[config.mk]
export PLATFORM = sky130hd
export DESIGN_NAME = alu_issue
export DESIGN_NICKNAME = d
export VERILOG_FILES = /design/src/rtl/alu_issue_pkg.sv /design/src/rtl/alu_issue_regfile.sv /design/src/rtl/alu_issue.sv
export SDC_FILE = /design/constraint.sdc
export NUM_CORES = 1
export LEC_CHECK = 0
export ABC_AREA = 1
export BUFFER_PORTS_ARGS = -buffer_cell sky130_fd_sc_hd__clkbuf_2
export CAP_MARGIN = 5
export CORE_ASPECT_RATIO = 0.6
export CORE_UTILIZATION = 45
export DETAILED_ROUTE_END_ITERATION = 6
export PLACE_DENSITY_LB_ADDON = 0.1
export SLEW_MARGIN = 15
export SYNTH_ARGS = -nofsm -noshare
export SYNTH_HDL_FRONTEND = slang
export SYNTH_SLANG_ARGS = --single-unit
[constraint.sdc]
create_clock -name clk -period 2.6 [get_ports clk]
set_clock_uncertainty 0.05 [all_clocks]
set_input_delay 0.13 -clock clk [delete_from_list [all_inputs] [get_ports clk]]
set_output_delay 0.13 -clock clk [all_outputs]
set_load 0.01 [all_outputs]
[src/rtl/alu_issue_pkg.sv]
// Shared definitions for the ALU issue stage: opcodes (common with the ALU),
// instruction field positions and the issue FSM state encoding.
package alu_issue_pkg;

  localparam logic [2:0] ALU_MOV = 3'b000;
  localparam logic [2:0] ALU_ADD = 3'b001;
  localparam logic [2:0] ALU_SUB = 3'b010;
  localparam logic [2:0] ALU_AND = 3'b011;
  localparam logic [2:0] ALU_OR  = 3'b100;

  localparam int OP_MSB   = 15;
  localparam int OP_LSB   = 13;
  localparam int RD_MSB   = 12;
  localparam int RD_LSB   = 10;
  localparam int RA_MSB   = 9;
  localparam int RA_LSB   = 7;
  localparam int IMM_BIT  = 6;
  localparam int RB_MSB   = 5;
  localparam int RB_LSB   = 3;
  localparam int IMM6_MSB = 5;
  localparam int IMM6_LSB = 0;

  typedef enum logic {
    ST_IDLE = 1'b0,
    ST_WAIT = 1'b1
  } state_e;

  function automatic logic op_legal(input logic [2:0] op);
    return (op <= ALU_OR);
  endfunction

endpackage

[src/rtl/alu_issue_regfile.sv]
// 8-entry register file: two operand read ports, a debug read port and one
// synchronous write port. Entry 0 is forced to zero, so r0 always reads 0.
module alu_issue_regfile #(
  parameter int DWIDTH = 16
) (
  input  logic              clk,
  input  logic              rst_n,
  input  logic [2:0]        ra_addr,
  output logic [DWIDTH-1:0] ra_data,
  input  logic [2:0]        rb_addr,
  output logic [DWIDTH-1:0] rb_data,
  input  logic [2:0]        dbg_addr,
  output logic [DWIDTH-1:0] dbg_data,
  input  logic              we,
  input  logic [2:0]        wa,
  input  logic [DWIDTH-1:0] wd
);

  logic [DWIDTH-1:0] mem_q [8];
  logic [DWIDTH-1:0] mem_d [8];

  always_comb begin
    for (int i = 0; i < 8; i++) begin
      mem_d[i] = mem_q[i];
    end
    if (we) begin
      mem_d[wa] = wd;
    end
    mem_d[0] = '0;
  end

  always_ff @(posedge clk) begin
    for (int i = 0; i < 8; i++) begin
      if (!rst_n) begin
        mem_q[i] <= '0;
      end else begin
        mem_q[i] <= mem_d[i];
      end
    end
  end

  assign ra_data  = mem_q[ra_addr];
  assign rb_data  = mem_q[rb_addr];
  assign dbg_data = mem_q[dbg_addr];

endmodule

[src/rtl/alu_issue.sv]
// ALU issue stage: accepts one instruction at a time, reads operands, pulses
// alu_en, then waits for the ALU result (or a timeout) and writes it back.
module alu_issue
  import alu_issue_pkg::*;
#(
  parameter int DWIDTH  = 16,
  parameter int TIMEOUT = 4
) (
  input  logic              clk,
  input  logic              rst_n,
  input  logic              instr_valid,
  input  logic [15:0]       instr,
  output logic              instr_ready,
  output logic              alu_en,
  output logic [2:0]        alu_func,
  output logic [DWIDTH-1:0] alu_a,
  output logic [DWIDTH-1:0] alu_b,
  input  logic              alu_en_out,
  input  logic [DWIDTH-1:0] alu_result,
  output logic              wb_valid,
  output logic [2:0]        wb_addr,
  output logic [DWIDTH-1:0] wb_data,
  output logic              err,
  input  logic [2:0]        dbg_addr,
  output logic [DWIDTH-1:0] dbg_data
);

  localparam int CW = $clog2(TIMEOUT + 1);

  // Handshake: an instruction transfers on a rising edge where instr_valid and
  // instr_ready are both 1; instr_ready is high exactly while the FSM is idle.

  state_e            state_q, state_d;
  logic              alu_en_q, alu_en_d;
  logic [2:0]        alu_func_q, alu_func_d;
  logic [DWIDTH-1:0] alu_a_q, alu_a_d;
  logic [DWIDTH-1:0] alu_b_q, alu_b_d;
  logic [2:0]        rd_q, rd_d;
  logic [CW-1:0]     cnt_q, cnt_d;
  logic              wb_valid_q, wb_valid_d;
  logic [2:0]        wb_addr_q, wb_addr_d;
  logic [DWIDTH-1:0] wb_data_q, wb_data_d;
  logic              err_q, err_d;

  logic              rf_we;
  logic [DWIDTH-1:0] ra_data, rb_data, imm_ext;
  logic [2:0]        op;

  assign op      = instr[OP_MSB:OP_LSB];
  assign imm_ext = {{(DWIDTH-6){1'b0}}, instr[IMM6_MSB:IMM6_LSB]};

  alu_issue_regfile #(.DWIDTH(DWIDTH)) u_rf (
    .clk      (clk),
    .rst_n    (rst_n),
    .ra_addr  (instr[RA_MSB:RA_LSB]),
    .ra_data  (ra_data),
    .rb_addr  (instr[RB_MSB:RB_LSB]),
    .rb_data  (rb_data),
    .dbg_addr (dbg_addr),
    .dbg_data (dbg_data),
    .we       (rf_we),
    .wa       (rd_q),
    .wd       (alu_result)
  );

  always_comb begin
    state_d    = state_q;
    alu_en_d   = 1'b0;
    alu_func_d = alu_func_q;
    alu_a_d    = alu_a_q;
    alu_b_d    = alu_b_q;
    rd_d       = rd_q;
    cnt_d      = cnt_q;
    wb_valid_d = 1'b0;
    wb_addr_d  = wb_addr_q;
    wb_data_d  = wb_data_q;
    err_d      = 1'b0;
    rf_we      = 1'b0;
    case (state_q)
      ST_IDLE: begin
        if (instr_valid) begin
          if (op_legal(op)) begin
            alu_en_d   = 1'b1;
            alu_func_d = op;
            alu_a_d    = ra_data;
            alu_b_d    = instr[IMM_BIT] ? imm_ext : rb_data;
            rd_d       = instr[RD_MSB:RD_LSB];
            cnt_d      = '0;
            state_d    = ST_WAIT;
          end else begin
            // Illegal opcode is consumed and flagged; the ALU is never touched.
            err_d = 1'b1;
          end
        end
      end
      ST_WAIT: begin
        cnt_d = cnt_q + CW'(1);
        if (alu_en_out) begin
          rf_we      = 1'b1;
          wb_valid_d = 1'b1;
          wb_addr_d  = rd_q;
          wb_data_d  = alu_result;
          state_d    = ST_IDLE;
        end else if (cnt_q == CW'(TIMEOUT - 1)) begin
          err_d   = 1'b1;
          state_d = ST_IDLE;
        end
      end
      default: state_d = ST_IDLE;
    endcase
  end

  always_ff @(posedge clk) begin
    if (!rst_n) begin
      state_q    <= ST_IDLE;
      alu_en_q   <= 1'b0;
      alu_func_q <= '0;
      alu_a_q    <= '0;
      alu_b_q    <= '0;
      rd_q       <= '0;
      cnt_q      <= '0;
      wb_valid_q <= 1'b0;
      wb_addr_q  <= '0;
      wb_data_q  <= '0;
      err_q      <= 1'b0;
    end else begin
      state_q    <= state_d;
      alu_en_q   <= alu_en_d;
      alu_func_q <= alu_func_d;
      alu_a_q    <= alu_a_d;
      alu_b_q    <= alu_b_d;
      rd_q       <= rd_d;
      cnt_q      <= cnt_d;
      wb_valid_q <= wb_valid_d;
      wb_addr_q  <= wb_addr_d;
      wb_data_q  <= wb_data_d;
      err_q      <= err_d;
    end
  end

  assign instr_ready = (state_q == ST_IDLE);
  assign alu_en      = alu_en_q;
  assign alu_func    = alu_func_q;
  assign alu_a       = alu_a_q;
  assign alu_b       = alu_b_q;
  assign wb_valid    = wb_valid_q;
  assign wb_addr     = wb_addr_q;
  assign wb_data     = wb_data_q;
  assign err         = err_q;

endmodule

Word-level counts from Yosys, hierarchy flattened --
Memory sizes are Yosys's and may differ from the RTL's. A register that Yosys moved wholly into a read port is not among the register bits. Cells that the tools add are included.
Word-level totals: memory bits (writable) 128, logic and storage cells 65, input bits 39, register bits after elaboration 48, memories kept 1
Operators by class: order comparisons 3, mux-type cells 30, bitwise operators 11, reduce and logical (&&, ||, !) cells 6, equal/unequal tests 3, add/sub/neg operators 1
Memories:
- u_rf.mem_q | depth 8, width 16, rd ports 11, clocked after memory_dff 1, write ports 8, RTL line alu_issue_regfile.sv:19 | logic [DWIDTH-1:0] mem_q [8];
Operators by type and width (count):
- two-way mux 16 bit | 10
- bitwise mux 128 bit | 1
- two-way mux 112 bit | 1
- demux 16 bit (select 3 bit) | 1
- two-way mux 1 bit | 12
- OR 1 bit | 8
- two-way mux 3 bit | 2
- case mux 3 bit (2 select lines) | 1
- greater-or-equal comparator 4 bit (second input constant) | 1
- < comparator 4 x 1 -> 1 bit (second input constant) | 1
- NOT 3 -> 4 bit | 1
- case mux 1 bit (2 select lines) | 2
- AND reduction 2 bit | 2
- adder 3 x 1 -> 3 bit (second input constant) | 1
- equality test 3 x 2 -> 1 bit (second input constant) | 1
- <= comparator 3 bit (second input constant) | 1
- AND reduction 3 bit | 1
- inequality test 2 x 1 -> 1 bit (second input constant) | 1
- inequality test 2 bit (second input constant) | 1
- NOT 1 bit | 2
- OR reduction 2 bit | 1
- logical AND 1 bit | 1
- zero test 1 bit | 1

Longest topological paths before layout --
Gate-level depths: netlist of the first run.
word-level depth 8, gate-level depth with buffers 9, mapped depth without buffers 9

Modules after synthesis --
Synthesis of the first run repeated with hierarchy kept, for this count alone.
Second synthesis, totals: cells, all modules 1799, area, all modules 10272.4 um2
By module, submodules not included:
- alu_issue_regfile | cells each 1490, instances 1, area each 7912.6 um2
- alu_issue | cells each 309, instances 1, area each 2359.8 um2

Least setup slack after synthesis of the first run --
No wires, ideal clock.
path kind register to register, from register state_q, to memory u_rf.mem_q[6][11], path buffers 2, cell stages (with the launch flop) 10, period minus slack after synthesis 1.364 ns, setup time 0.119 ns, data required time 2.431 ns, arrival time 1.195 ns, slack 1.236 ns, cells stage by stage dfxtp_1 -> nand2_2 -> buf_6 -> nor2_4 -> inv_2 -> nor2_2 -> inv_2 -> buf_6 -> o21ai_0 -> a21oi_1
RTL lines:
- start, declared | RTL line alu_issue.sv:33 | state_e state_q, state_d;
- start signal, assigned | RTL line alu_issue.sv:127 | state_q <= state_d;
- end, declared | RTL line alu_issue_regfile.sv:19

Final worst setup path of the first run --
from input port instr[14], to register alu_b_q[4], in the netlist alu_b[4]
On the way: cells in the longest elaborated chain, start to end 2
Ends and longest elaborated chain:
- start, declared | RTL line alu_issue.sv:12 | input logic [15:0] instr,
- <= comparator 3 bit | RTL line alu_issue_pkg.sv:29 | return (op <= ALU_OR);
- AND reduction 3 bit (no line)
- end signal, assigned | RTL line alu_issue.sv:131 | alu_b_q <= alu_b_d;
- end, declared | RTL line alu_issue.sv:37 | logic [DWIDTH-1:0] alu_b_q, alu_b_d;
Every way passes these cells. A chain may end at the register's enable or synchronous reset.

==> reports/qor.txt, run 1 <==
Netlist Area Pre-Place: 9230 um2
drt pass-1 iters: 7
Slew Viols, Final: 0
Max IR drop VDD: 0.000476 V
grt ovf: 0
Startpoint Class: input port
Req. time, crit path: 2.88 ns
first-pass GRT wire length: 50900 um
CTS Buf Count: 17
TritonCTS clock tree: done
Clk pin slew, worst setup/hold paths: 0.07 ns
Util after Layout: 0.526
DRT iter0 DRCs: 1081
Max Clk Rate: 540 MHz
Std-Cell Rows: 40
reg2reg end: alu_b[4]$_SDFFE_PN0P_
clk buf depth: 2
Seq/Total Area, Yosys: 0.382
sequential power share: 0.440
Cell Int Power: 4.55 mW
clock latency on the worst-skew pair: 0.44 ns
Leakage: 4.54 nW
Final setup viols: 0
violated checks: DRC
Final HPWL DP: 20700 um
Final period util: 0.712
CP Capture Type: flop
share of cells above drive strength 1: 0.131
hold_sp: alu_result[13]
yosys warns: 0
CORE AREA: 20100 um2
DRC Markers: 1
crit-path max FO: 44
post-DR vias/cell: 5.65
worst r2r src: state_q$_SDFF_PN0_
setup TNS: 0 ns
Sw Share: 0.287
Max-Cap Viols: 0
cts repair resizes: 0
synthesis-to-finish area growth: 14.4%
# diodes: 0
Mapped Avg Cell Area: 6.55 um2
die height: 113 um
Die Area: 21100 um2
clock root cell: clkbuf_16
number of cells produced by synthesis: 1409
final WL: 32500 um
Worst slew margin: 0.447
most frequent cells in the layout: nand2_1 (300), dfxtp_1 (176), nand3_1 (165)
Worst Setup SP: instr[14]
pwr/cell area: 605 nW/um2
Yosys reg bits: 176
commonest non-fill, non-tap cell in the layout: nand2_1
Yosys cell types: 29
min-delay worst type: input port to flop
routed len/inst: 18.6 um
Nets: 1506
slew at the pin closest to its max-slew limit: 0.829 ns
antenna violations before repair: 0
Tmin final: 1.85 ns
largest net degree at the start of global routing: 155
Comb pwr share: 0.142
CP arrival: 2.13 ns
multi-input logic area: 4720 um2
Clk pwr share: 0.419
final hold vios: 0
WS Path Type: input port to flop
register area: 3520 um2
crit path capture: alu_b[4]$_SDFFE_PN0P_
IO Port Bufs: 112
vias in the first global route: 8851
# H-tree levels: 4
clk sinks: 176
Detail Route Antenna Nets: 0
syn_nets: 1450
status: complete, but fails checks
DR vias: 9897
num ports: 113
# fillers: 2057
R2R setup slack: 0.78 ns
Total Routing Usage GR: 0.311
Die X: 187 um
Worst R2R Path Depth: 8
RSZ-0062 raised after global routing: false
initial cell density of the core: 0.460
Psw: 1.83 mW
routability cong.: 0.874
-- what timing repair did --
action	in CTS	in global routing
endpoints found under the hold margin	12	0
hold buffers	11	0
buffers inserted	0	0
-- worst max-delay path, cell delays in order --
cell and delay [ns]:
dlygate4sd3_1 0.54, clkbuf_2 0.12, o21ai_1 0.23, nand2_2 0.21
inv_2 0.55, nand2_1 0.11, a21oi_1 0.16, nor2_1 0.05
-- registers in the layout, indices dropped and copies added (netlist names), 3 cells and up --
register and flops:
u_rf.mem_q 112, cnt_q 3, wb_data 16, wb_addr 3, rd_q 3, alu_a 16, alu_func 3, alu_b 16
-- power by group through the flow --
stage	registers, mW	clock network [mW]	logic [mW]
after floorplan	2.89	0	0.533
after global placement	2.87	0	0.866
after detailed placement	2.87	0	0.874
after CTS	2.81	2.69	0.890
after global routing	2.82	2.81	0.993
final	2.81	2.67	0.905
-- cell usage after synthesis (all sizes together) --
cell / number / share of area
nand2: 302 / 0.12
o21ai: 179 / 0.097
dfxtp: 176 / 0.38
nand3: 169 / 0.095
a21oi: 154 / 0.083
nor2: 123 / 0.054
inv: 120 / 0.049
clkbuf: 61 / 0.025
buf: 54 / 0.034
o211ai: 34 / 0.028
a31oi: 16 / 0.011
a32oi: 13 / 0.012
a2bb2oi: 2 / 0.0019
ha: 2 / 0.0027
a211oi: 1 / 0.00081
nand4: 1 / 0.00068
o21a: 1 / 0.00081
or2: 1 / 0.00068
-- routing by layer --
metal	up-vias	wire, um	GRT usage
met3	58	3330	0.0518
met1	4494	15000	0.461
met5	-	0	0
li1	4803	-	-
met2	542	13400	0.453
met4	0	707	0.108
-- logic make-up (layout without fill, tap and decap cells) --
kind of cell,Yosys count,in the layout,synth area share
buffers and inverters,235,304,0.108
flip-flops,176,176,0.382
AO/OA/AOI/OAI,400,400,0.235
adder cells (fa/ha/maj),2,2,0.00271
AND/OR/NAND/NOR,596,596,0.273
-- how the worst min path moves through the flow --
stage	end	slack, ns	cells past startpoint
detailed placement	alu_func[0]$_SDFFE_PN0P_	0.34	3
CTS	u_rf.mem_q[4][5]$_SDFFE_PN0P_	0.007	3
global route	u_rf.mem_q[6][13]$_SDFFE_PN0P_	0.03	3
floorplan	u_rf.mem_q[4][5]$_SDFFE_PN0P_	0.21	2
global placement	alu_func[0]$_SDFFE_PN0P_	0.34	3
finish	u_rf.mem_q[1][13]$_SDFFE_PN0P_	0.01	3
-- final cells by class --
class / instances / area share
clock buffer: 20 / 0.0442
inverter: 120 / 0.0427
multi-input combinational: 998 / 0.447
timing repair buffer: 152 / 0.0879
clock inverter: 12 / 0.0126
sequential: 176 / 0.334
tap: 273 / 0.0323
-- per-stage QoR --
stage                     power, mW  hold WS (ns)  cells  setup slack [ns]  cell area, um2
final                          6.39        0.0124   1751             0.749           10600
after global placement         3.74         0.339   1708             0.743            9850
after CTS                      6.39       0.00679   1751             0.770           10600
after detailed placement       3.75         0.336   1708             0.770            9850
after floorplan                3.42         0.215   1409              1.24            9230
after global routing           6.62        0.0266   1751             0.561           10600
Power figures use the tool's default switching activity.
==> run 2, diff against run 1 <==
- ABC_AREA: 1 -> 0
- clock period: 2.6 -> 1.53 ns (I/O delays scaled with it)
==> run 2 against run 1 <==
The run ends with setup timing left. Via count down 14%. Clock power up 76%. Power up 66%. Sequential cell count unchanged. Combinational power is 36% higher. Utilization rose by 9.4 points. Setup slack got worse by 0.98 ns. Register-to-register slack got worse by 0.80 ns. Critical path depth down 3. Non-clock buffer count rose by 116. Synthesized cell count is 31% lower. Critical endpoint is now dbg_data[8]. Largest cell class unchanged.
==> reports/qor.txt, run 2 <==
Synth async-reset ratio: 0 (unchanged)
initial cell density of the core: 0.464 (+0.00436)
crit-path max FO: 2 (-95%)
commonest non-fill, non-tap cell in the layout: nand2_1
Mapped Avg Cell Area: 9.16 um2 (+40%)
dpl cell area: 10400 um2 (+5.3%)
Total Routing Usage GR: 0.321 (+0.00941)
grt ovf: 0 (unchanged)
worst setup margin: -0.235 ns (-0.984 ns)
Leakage: 4.54 nW (about the same)
final instance area: 11900 um2 (+13%)
Final setup viols: 17 (+17)
RSZ-0062 raised after global routing: true
Startpoint Class: flop
CP Capture Type: output pin
Seq/Total Area, Yosys: 0.395 (+0.0130)
largest cells by area after synthesis: dfxtp_1 (39%), mux4_2 (11%), nand2_1 (8.8%), a21oi_1 (6.2%), mux2i_1 (6.2%)
Final HPWL DP: 22200 um (+7.3%)
DRC Markers: 0 (-1)
leading area contributor after synthesis: dfxtp_1
routed len/inst: 22.6 um (+22%)
Final period util: 1.15
Std-Cell Rows: 39 (-2.5%)
Hold WS: 0.0482 ns (+0.0358 ns)
Largest Register: u_rf.mem_q
pre-CTS setup slack: -0.0946 ns (-0.864 ns)
TritonCTS clock tree: done
# fillers: 1649 (-20%)
CP max stage delay: 0.48 ns (-0.07 ns)
Max Clk Rate: 567 MHz
clock root cell: clkbuf_16
first-pass GRT wire length: 47900 um (-5.8%)
multi-input logic area: 5080 um2 (+7.7%)
WS Path Type: flop to output pin
final WL: 32700 um (+0.45%)
most frequent cells in the layout: nand2_1 (209), dfxtp_1 (123), clkbuf_2 (112)
Req. time, crit path: 1.40 ns (-1.48 ns)
post-DR vias/cell: 5.91 (+4.6%)
share of cells above drive strength 1: 0.405 (+0.274)
final hold vios: 0 (unchanged)
IO Port Bufs: 112 (unchanged)
Largest register FFs: 112 (unchanged)
drt pass-1 iters: 6 (-1)
Clk pin slew, worst setup/hold paths: 0.07 ns (about the same)
Tmin final: 1.76 ns
DR vias: 8539 (-14%)
register area: 3630 um2 (+2.9%)
top-count cell post-synth: nand2_1
status: complete, but fails checks
clock latency on the worst-skew pair: 0.44 ns (about the same)
syn_nets: 1016 (-30%)
clk sinks: 176 (unchanged)
Worst slew margin: 0.678 (+0.232)
largest net degree at the start of global routing: 62 (-60%)
# H-tree levels: 4 (unchanged)
CORE AREA: 19200 um2 (-4.2%)
Yosys cell types: 42 (+45%)
Max-Cap Viols: 0 (unchanged)
clk buf depth: 2 (unchanged)
vias in the first global route: 7614 (-14%)
slew at the pin closest to its max-slew limit: 0.482 ns (-0.347 ns)
pwr/cell area: 889 nW/um2 (+47%)
Nets: 1206 (-20%)
ys flop type: dfxtp_1
Detail Route Antenna Nets: 0 (unchanged)
violated checks: setup timing
Post-synth EDFFs: 0 (unchanged)
post-route insts no fill: 1444 (-18%)
DRT iter0 DRCs: 985 (-8.9%)
# diodes: 0 (unchanged)
yosys warns: 0 (unchanged)
CTS Buf Count: 17 (unchanged)
Die X: 184 um (-1.6%)
Max IR drop VDD: 0.000803 V (+69%)
antenna violations before repair: 0 (unchanged)
Die Area: 20400 um2 (-3.2%)
num ports: 113 (unchanged)
die height: 111 um (-1.6%)
synthesis-to-finish area growth: 33.5%
placed cell count: 1352 (-21%)
Yosys top cell area share: 0.395 (+0.0130)
top post-synthesis cells by count: nand2_1 (210), dfxtp_1 (176), a21oi_1 (110)
CP max-delay cell: mux4_2
Slew Viols, Final: 0 (unchanged)
CP arrival: 1.64 ns (-0.49 ns)
routability cong.: 0.958 (+9.7%)
min-delay worst type: input port to flop
Yosys reg bits: 176 (unchanged)
Netlist Area Pre-Place: 8930 um2 (-3.3%)
number of cells produced by synthesis: 975 (-31%)
crit-path cells: buf_6, mux4_2, inv_2, a21oi_2, clkbuf_2
[run 2: cell types whose count changed in the layout (fill, tap and decap cells not counted), sizes merged, moves of 44 or more]
cell and change:
a21oi -44, mux2i +55, nand2 -91, mux4 +45, o21ai -163, nand3 -166, mux2 +48, inv -101
buf +97, nor2 -63
[run 2: area by class of cell]
class | instances | share of cell area
Clock buffer | 20 | 0.0375
Sequential cell | 176 | 0.304
Tap cell | 266 | 0.0279
Clock inverter | 12 | 0.0153
Timing Repair Buffer | 268 | 0.183
Multi-Input combinational cell | 682 | 0.426
Inverter | 20 | 0.00651
[run 2: final timing paths]
| check | cells past startpoint | to | slack (ns) | from |
|---|---|---|---|---|
| max | 5 | dbg_data[8] | -0.23 | u_rf.mem_q[7][8]$_SDFFE_PN0P_ |
| min | 4 | cnt_q[0]$_SDFFE_PN0P_ | 0.05 | instr_valid |
| max reg2reg | 5 | alu_b[3]$_SDFFE_PN0P_ | -0.02 | u_rf.mem_q[7][3]$_SDFFE_PN0P_ |
| min reg2reg | 2 | wb_addr[2]$_SDFFE_PN0P_ | 0.41 | wb_addr[2]$_SDFFE_PN0P_ |
[run 2: metal layers]
| metal | vias up | global-route usage | part of all wire |
|---|---|---|---|
| met3 | 23 | 0.164 | 0.17 |
| met2 | 588 | 0.370 | 0.35 |
| met5 | - | 0 | 0 |
| li1 | 3863 | - | - |
| met1 | 4065 | 0.510 | 0.47 |
| met4 | 0 | 0.0444 | 0.0055 |
[run 2: through the flow]
step	power, mW	utilization	TNS, ns
3_5_place_dp	5.88	0.540	-4.19
5_1_grt	10.9	0.620	-3.37
3_3_place_gp	5.87	0.540	-3.02
6_report	10.6	0.620	-2.47
2_1_floorplan	5.37	-	0
4_1_cts	10.6	0.612	-2.43
[run 2: timing repair]
action | in CTS | in global routing
pin swaps | 15 | 13
resized for setup | 110 | 38
endpoints found under the setup margin | 110 | 100
buffers inserted | 39 | 3
gates cloned | 0 | 1
endpoints found under the hold margin | 111 | 0
hold buffers | 27 | 0
[run 2: critical path: cells and delay by family (launching register included)]
kind / cells / cell delay (ns)
AOI/OAI and AO/OA: 1 / 0.05
buffers and inverters: 3 / 0.33
muxes: 1 / 0.48
DFF: 1 / 0.35
[run 2: kinds of logic (layout without fill, tap and decap cells)]
| kind of cell | after synthesis | count (layout) | synth area share |
|---|---|---|---|
| buf+inv | 117 | 320 | 0.0601 |
| fa+ha+maj | 2 | 2 | 0.00280 |
| simple gates | 320 | 320 | 0.154 |
| compound gates | 212 | 212 | 0.152 |
| mux | 148 | 148 | 0.236 |
| flops | 176 | 176 | 0.395 |
[run 2: power breakdown]
group          leakage [nW]  internal (mW)  switching [mW]
clock network         0.297           2.79            1.92
registers              1.45           4.62          0.0499
logic                  2.79          0.522           0.704
total                  4.54           7.93            2.68
==> run 3, diff against run 2 <==
- clock period: 1.53 -> 1.75 ns (I/O delays scaled with it)
==> run 3 against run 2 <==
The run still ends with setup timing left. Final cell count down 3.9%. Sequential cell count unchanged. Count of clock-buffer cells in the layout unchanged. Register-to-register slack better by 0.12 ns. Non-clock buffer count down 57. Critical endpoint is now dbg_data[13].
==> reports/qor.txt, run 3 (synthesis results as in run 2) <==
CP max stage delay: 0.46 ns (-0.02 ns)
Hold WS: 0.0384 ns (-0.00973 ns)
Std-Cell Rows: 39 (unchanged)
Final setup viols: 5 (-12)
largest net degree at the start of global routing: 76 (+23%)
Max-Cap Viols: 0 (unchanged)
routed len/inst: 22.0 um (-3.0%)
Max Clk Rate: 561 MHz
WS Path Type: flop to output pin
Largest Register: u_rf.mem_q
Clk pin slew, worst setup/hold paths: 0.07 ns (about the same)
final hold vios: 0 (unchanged)
crit-path max FO: 2 (unchanged)
share of cells above drive strength 1: 0.321 (-0.0838)
slew at the pin closest to its max-slew limit: 0.794 ns (+0.311 ns)
die height: 111 um (unchanged)
CTS Buf Count: 17 (unchanged)
worst setup margin: -0.0319 ns (+0.203 ns)
Tmin final: 1.78 ns
Req. time, crit path: 1.61 ns (+0.21 ns)
Total Routing Usage GR: 0.305 (-0.0155)
R2R setup slack: 0.10 ns (+0.12 ns)
# H-tree levels: 4 (unchanged)
drt pass-1 iters: 6 (unchanged)
CORE AREA: 19200 um2 (unchanged)
synthesis-to-finish area growth: 23.7%
initial cell density of the core: 0.464 (unchanged)
Final period util: 1.02
Die Area: 20400 um2 (unchanged)
Leakage: 4.09 nW (-9.9%)
RSZ-0062 raised after global routing: true
status: complete, but fails checks
Detail Route Antenna Nets: 0 (unchanged)
commonest non-fill, non-tap cell in the layout: nand2_1
clk buf depth: 2 (unchanged)
CP max-delay cell: mux4_2
final WL: 30500 um (-6.8%)
TritonCTS clock tree: done
routability cong.: 0.933 (-2.6%)
Largest register FFs: 112 (unchanged)
post-DR vias/cell: 5.89 (-0.38%)
Worst slew margin: 0.471 (-0.207)
Final Power: 8.81 mW (-17%)
vias in the first global route: 7335 (-3.7%)
clk sinks: 176 (unchanged)
DRC Markers: 0 (unchanged)
kind of cell adding the most delay to the critical path: multiplexers
Max IR drop VDD: 0.000630 V (-22%)
most frequent cells in the layout: nand2_1 (210), dfxtp_1 (150), a21oi_1 (107), clkbuf_2 (107), nor2_1 (57)
violated checks: setup timing
clock latency on the worst-skew pair: 0.44 ns (about the same)
Slew Viols, Final: 0 (unchanged)
num ports: 113 (unchanged)
antenna violations before repair: 0 (unchanged)
clock root cell: clkbuf_16
first-pass GRT wire length: 46100 um (-3.8%)
# diodes: 0 (unchanged)
Die X: 184 um (unchanged)
Nets: 1149 (-4.7%)
DRT iter0 DRCs: 1016 (+3.1%)
crit-path cells: mux4_2, inv_1, a21oi_1, buf_2
min-delay worst type: input port to flop
grt ovf: 0 (unchanged)
DR vias: 8171 (-4.3%)
CP arrival: 1.64 ns (about the same)
Startpoint Class: flop
pwr/cell area: 798 nW/um2 (-10%)
CP Capture Type: output pin
Final HPWL DP: 21100 um (-5.2%)
CP Buf/Inv Count: 2 (-1)
IO Port Bufs: 112 (unchanged)
run 3: cell types whose count changed in the layout (fill, tap and decap cells not counted), moves of 7 or more:
cell      change
a21oi_1      +11
a21oi_2      -10
a221oi_1      +7
buf_12        -8
buf_4        -33
buf_6        -15
dfxtp_1      +27
dfxtp_2      -18
dfxtp_4       -9
inv_1         +7
inv_2         -7
o21ai_0       +8
run 3: repair_timing:
| action | 4_1_cts | 5_1_grt |
|---|---|---|
| hold endpoints to repair | 98 | 0 |
| pin swaps | 1 | 0 |
| setup buffers | 9 | 4 |
| endpoints found under the setup margin | 15 | 27 |
| cloned | 0 | 0 |
| hold buffers | 27 | 0 |
| resized for setup | 32 | 19 |
run 3: layer usage:
metal | vias to the layer above | GRT usage | share of wire
li1 | 3732 | - | -
met2 | 513 | 0.359 | 0.36
met5 | - | 0 | 0
met3 | 42 | 0.127 | 0.15
met1 | 3884 | 0.485 | 0.49
met4 | 0 | 0.0761 | 0.013
run 3: worst min-delay path: cells and delay by family:
kind | cells | cell delay (ns)
buffers and inverters | 1 | 0.09
AND/OR/NAND/NOR | 3 | 0.30
run 3: cell type report:
class                      count  area [um2]
timing repair buffer         211        1580
multi-input combinational    682        4910
fill                        1810        8180
clock buffer                  20         467
sequential                   176        3570
clock inverter                12         110
tap                          266         333
inverter                      20        77.6
run 3: worst paths after layout:
path	startpoint	endpoint	cells past startpoint
max	u_rf.mem_q[7][13]$_SDFFE_PN0P_	dbg_data[13]	4
min	instr_valid	alu_func[2]$_SDFFE_PN0P_	4
max reg2reg	state_q$_SDFF_PN0_	alu_func[1]$_SDFFE_PN0P_	6
min reg2reg	wb_data[4]$_SDFFE_PN0P_	wb_data[4]$_SDFFE_PN0P_	2
run 3: where the power goes:
part	total (mW)	switching (mW)	leakage [nW]	internal, mW
combinational	0.960	0.574	2.38	0.385
sequential	4.09	0.0405	1.44	4.05
clock	3.76	1.69	0.274	2.07
run 3: per-stage QoR:
step	util	cell area [um2]	setup slack [ns]	setup TNS, ns	std cells
5_1_grt	0.574	11000	-0.0964	-0.726	1387
3_5_place_dp	0.523	10100	0.119	0	1321
3_3_place_gp	0.523	10100	0.138	0	1321
6_report	0.574	11000	-0.0319	-0.0757	1387
4_1_cts	0.571	11000	-0.0106	-0.0317	1383
2_1_floorplan	-	8930	0.233	0	975
